<file path="src/rtl/mask_rng_source.sv">
// Fresh-mask randomness source: a seeded 32-bit Galois LFSR with warm-up and a per-seed
// beat budget, streaming N_RAND bits per beat over a valid/ready handshake.
module mask_rng_source #(
  parameter int unsigned N_RAND       = 3,
  parameter int unsigned WARMUP       = 32,
  parameter int unsigned RESEED_LIMIT = 4096
) (
  input  logic              i_clk,
  input  logic              i_rst,
  input  logic [31:0]       i_seed,
  input  logic              i_seed_valid,
  output logic              o_seed_ready,
  output logic [N_RAND-1:0] o_r,
  output logic              o_valid,
  input  logic              i_ready,
  output logic              o_need_seed,
  output logic              o_seed_err
);

  localparam logic [31:0] Taps     = 32'h80200003;
  localparam logic [7:0]  WarmInit = 8'(WARMUP);
  localparam logic [16:0] Limit    = 17'(RESEED_LIMIT);

  typedef enum logic [1:0] {StIdle, StWarm, StRun} state_e;

  state_e            state_q, state_d;
  logic [31:0]       lfsr_q, lfsr_d;
  logic [7:0]        warm_cnt_q, warm_cnt_d;
  logic [15:0]       beat_cnt_q, beat_cnt_d;
  logic              valid_q;
  logic [N_RAND-1:0] r_q;
  logic              seed_err_q;

  logic        seed_ready;
  logic        seed_acc;
  logic        seed_ok;
  logic        beat;
  logic [16:0] beat_sum;

  function automatic logic [31:0] lfsr_step(input logic [31:0] s);
    lfsr_step = (s >> 1) ^ (s[0] ? Taps : 32'h0);
  endfunction

  always_comb begin
    seed_ready = (state_q != StWarm);
    seed_acc   = i_seed_valid && seed_ready;
    seed_ok    = seed_acc && (i_seed != 32'h0);
    // valid_q is only ever high while in RUN
    beat       = valid_q && i_ready;
    beat_sum   = {1'b0, beat_cnt_q} + 17'd1;

    state_d    = state_q;
    lfsr_d     = lfsr_q;
    warm_cnt_d = warm_cnt_q;
    beat_cnt_d = beat_cnt_q;

    unique case (state_q)
      StIdle: ;
      StWarm: begin
        lfsr_d     = lfsr_step(lfsr_q);
        warm_cnt_d = warm_cnt_q - 8'd1;
        if (warm_cnt_q == 8'd1) state_d = StRun;
      end
      StRun: begin
        if (beat) begin
          lfsr_d     = lfsr_step(lfsr_q);
          beat_cnt_d = beat_sum[15:0];
          // Leave on the edge of the last permitted beat so no extra beat can slip out
          if (beat_sum == Limit) state_d = StIdle;
        end
      end
      default: state_d = StIdle;
    endcase

    // A good seed wins over both the limit and a concurrent beat
    if (seed_ok) begin
      lfsr_d     = i_seed;
      warm_cnt_d = WarmInit;
      beat_cnt_d = 16'h0;
      state_d    = StWarm;
    end
  end

  always_ff @(posedge i_clk) begin
    if (i_rst) begin
      state_q    <= StIdle;
      lfsr_q     <= 32'h00000001;
      warm_cnt_q <= 8'h0;
      beat_cnt_q <= 16'h0;
      valid_q    <= 1'b0;
      r_q        <= '0;
      seed_err_q <= 1'b0;
    end else begin
      state_q    <= state_d;
      lfsr_q     <= lfsr_d;
      warm_cnt_q <= warm_cnt_d;
      beat_cnt_q <= beat_cnt_d;
      valid_q    <= (state_d == StRun);
      r_q        <= (state_d == StRun) ? lfsr_d[N_RAND-1:0] : '0;
      seed_err_q <= seed_acc && (i_seed == 32'h0);
    end
  end

  assign o_seed_ready = seed_ready;
  assign o_need_seed  = (state_q == StIdle);
  assign o_valid      = valid_q;
  assign o_r          = r_q;
  assign o_seed_err   = seed_err_q;

endmodule

</file>
<file path="config.mk">
export PLATFORM = sky130hd
export DESIGN_NAME = mask_rng_source
export DESIGN_NICKNAME = d
export VERILOG_FILES = /design/src/rtl/mask_rng_source.sv
export SDC_FILE = /design/constraint.sdc
export NUM_CORES = 1
export LEC_CHECK = 0
export BUFFER_PORTS_ARGS = -buffer_cell sky130_fd_sc_hd__buf_2
export CAP_MARGIN = 0
export CORE_MARGIN = 3
export CORE_UTILIZATION = 45
export DETAILED_ROUTE_END_ITERATION = 8
export GPL_ROUTABILITY_DRIVEN = 0
export HOLD_SLACK_MARGIN = 0.1
export PLACE_DENSITY = 0.66
export REMOVE_ABC_BUFFERS = 1
export SETUP_SLACK_MARGIN = 0.15
export SYNTH_ARGS = -nofsm -noshare
export SYNTH_HDL_FRONTEND = slang
export SYNTH_SLANG_ARGS = --single-unit
</file>
<file path="constraint.sdc">
create_clock -name i_clk -period 4.4 [get_ports i_clk]
set_input_delay 0.66 -clock i_clk [delete_from_list [all_inputs] [get_ports i_clk]]
set_output_delay 0.66 -clock i_clk [all_outputs]
set_load 0.05 [all_outputs]
</file>
==> impl_metrics.py <==
metrics = {
    "run_status": {
        "status": "finished, final reports clean",
    },
    "global_routing": {
        "grt_overflow": 0,
        "grt_pass1_vias": 2768,
        "antenna_found_initial": 0,
        "grt_pass1_wl_um": 12700,
        "grt_use_total_pct": 18.2,
        "grt_max_degree": 37,
    },
    "place": {
        "portBuffers": 42,
        "dp_cells": 517,
        "hpwl_um": 5160,
        "pre_cts_slack_ps": 1390,
    },
    "critical_path": {
        "crit_type": "input pin to flip-flop",
        "reg2regPathDepth": 7,
        "r2r_slack_ps": 1820,
        "crit_path_end_kind": "flip-flop",
        "crit_start": "i_seed[27]",
        "r2r-end": "o_r[1]",
        "crit_arrival_ps": 2850,
        "crit_path_end": "lfsr_q[16]",
        "crit_required_ps": 4630,
        "path_cells": "buf_2 -> nor4_1 -> nand4_1 -> o21bai_4 -> buf_4 -> nor2_1 -> a311oi_1",
        "crit_fanout": 34,
        "r2r_start": "state_q[1]",
        "start_kind": "input pin",
        "critPathMaxStageDelay_ps": 690,
        "worst_path_max_delay_cell": "o21bai_4",
    },
    "detailed_routing": {
        "drc": 0,
        "dr.pass1.iters": 4,
        "wire_per_inst_um": 14.3,
        "route.vias.total": 2984,
        "ant_nets": 0,
        "drt_first_iter_violations": 190,
        "routed_wl_um": 7600,
        "via_per_inst": 5.60,
    },
    "power": {
        "power.total_uw": 1370,
        "seqPwrFrac_pct": 45.8,
        "peakVddDrop_uv": 219,
        "clkPwrFrac_pct": 41.0,
        "switching_power_uw": 374,
        "powerDensity_nw_per_um2": 364,
        "cellLeakagePower_uw": 0.00135,
        "power.internal_uw": 995,
        "switching_share_pct": 27.3,
        "combPwrFrac_pct": 13.2,
    },
    "finish": {
        "instances_no_fill": 533,
        "layout_common_cells": "63 x dfxtp_1, 60 x nor2_1, 47 x nand2_1, 42 x buf_2, 39 x nand3_1",
        "antennaDiodeCount": 0,
        "final_common_cell": "dfxtp_1",
        "fin_util_pct": 53.9,
        "syn2layout_area_growth_pct": 13.5,
        "fin_nets": 476,
        "drive_gt1_share_pct": 18.1,
    },
    "clocking": {
        "post_cts_resize_count": 0,
        "cts_setup_buffers": 0,
        "numCtsBuffers": 9,
        "cts_tree": "yes",
        "cts_root_buffer": "clkbuf_8",
        "cts_buffer_depth": 2,
        "h-tree-depth": 3,
        "ctsHoldBuffers": 0,
        "clock_latency_ps": 340,
        "clkSinkCount": 63,
        "path_clk_slew_ps": 80,
    },
    "timing": {
        "setup_violations": 0,
        "tightest_slew_ps": 762,
        "skew_ps": 14.5,
        "finalHoldViolations": 0,
        "slew_headroom_pct": 49.1,
        "slew_violations": 0,
        "timing.fmax_mhz": 382,
        "fin_setup_tns_ps": 0,
        "period_share_pct": 59.5,
        "setup_slack_ps": 1780,
        "rsz0062_at_grt": "false",
        "final.min_clock_period_ps": 2620,
    },
    "logic_synthesis": {
        "ys_warn_count": 0,
        "synth.distinct_cells": 53,
        "synth_ff_type": "dfxtp_1",
        "syn_avg_cell_area_um2": 8.16,
        "netlist_instances": 406,
        "yosys.area.top_type_share_pct": 38.1,
        "syn_area_um2": 3310,
        "synth_area_leader_cell": "dfxtp_1",
        "ys_ff_latch": 63,
        "synthTopCellsByArea": "dfxtp_1 38%, a311oi_1 7.9%, nor2_1 6.8%",
        "synth-seq-area-share_pct": 38.1,
        "ys_async_sr_fraction_pct": 0,
        "synth-edff-count": 0,
    },
    "floorplan": {
        "num_rows": 30,
        "ios": 43,
        "core_um2": 6980,
        "start_util_pct": 47.5,
        "die_area_um2": 8430,
        "die_h_um": 91.8,
        "die_x_um": 91.8,
    },
    "min_path": {
        "hold_path.class": "flip-flop to flip-flop",
        "hold_depth": 2,
    },
    "run": {
        "maxCapViolCount": 0,
    },
}
## per-stage QoR
stage | instance area (um2) | hold WS [ps]
after global routing | 3760 | 501
after CTS | 3760 | 484
after detailed placement | 3540 | 469
final | 3760 | 481
after global placement | 3540 | 465
after floorplan | 3150 | 450
## power by group through the flow
| stage | logic [uW] | clock network, uW | registers, uW |
|---|---|---|---|
| after floorplan | 119 | 0 | 635 |
| after global placement | 177 | 0 | 639 |
| after detailed placement | 180 | 0 | 639 |
| after CTS | 181 | 577 | 626 |
| after global routing | 203 | 605 | 631 |
| final | 181 | 562 | 626 |
## worst min-delay path by stage
stage	from	to
detailed placement	lfsr_q[20]	lfsr_q[20]
CTS	lfsr_q[3]	lfsr_q[3]
global placement	lfsr_q[18]	lfsr_q[18]
floorplan	lfsr_q[3]	lfsr_q[3]
finish	lfsr_q[9]	lfsr_q[9]
global route	lfsr_q[26]	lfsr_q[26]
## registers in the layout (all words and copies together), names as in the netlist
signal,cells
beat_cnt_q,16
lfsr_q,32
o_r,3
o_seed_err,1
o_valid,1
state_q,2
warm_cnt_q,8
## routing by layer
layer  vias to the layer above  track usage [%]  share of wire [%]  wire length, um
li1                       1507                -                  -                -
met1                      1390             24.3                 48             3650
met2                        78             28.6                 46             3490
met3                         9             4.59                4.9              373
met4                         0             6.19               0.99               75
met5                         -                0                  0                0
## cells in the mapped netlist, types with 5 or more instances
| library cell | count |
|---|---|
| a311oi_1 | 30 |
| nand3_1 | 39 |
| nand4_1 | 6 |
| dfxtp_1 | 63 |
| xor2_1 | 15 |
| o21ai_0 | 5 |
| a21oi_1 | 12 |
| nor3_1 | 9 |
| nor2_1 | 60 |
| clkbuf_1 | 16 |
| nor4_1 | 16 |
| inv_1 | 10 |
| buf_2 | 8 |
| ha_1 | 8 |
| xnor2_1 | 11 |
| nand2_1 | 47 |
## cells by family after synthesis
group | after synthesis | synth area share [%]
xor gates and xnor gates | 26 | 6.87
muxes | 1 | 0.302
and+or+nand+nor | 200 | 29.6
DFF | 63 | 38.1
adders and majority gates | 8 | 3.02
buffers and inverters | 42 | 5.96
AOI/OAI and AO/OA | 66 | 16.2
## critical path: cells and delay by family
family                 cells  cell delay, ps
AOI/OAI and AO/OA          2             970
and+or+nand+nor            3             670
buffers and inverters      2             550
## final cells by class
cell class / instances / area [um2]
fill: 701 / 3220
multi-input combinational: 301 / 1870
sequential: 63 / 1260
timing repair buffer: 47 / 248
clock buffer: 10 / 128
tap: 96 / 120
clock inverter: 6 / 93.8
inverter: 10 / 37.5
(Power assumes the default switching activity.)
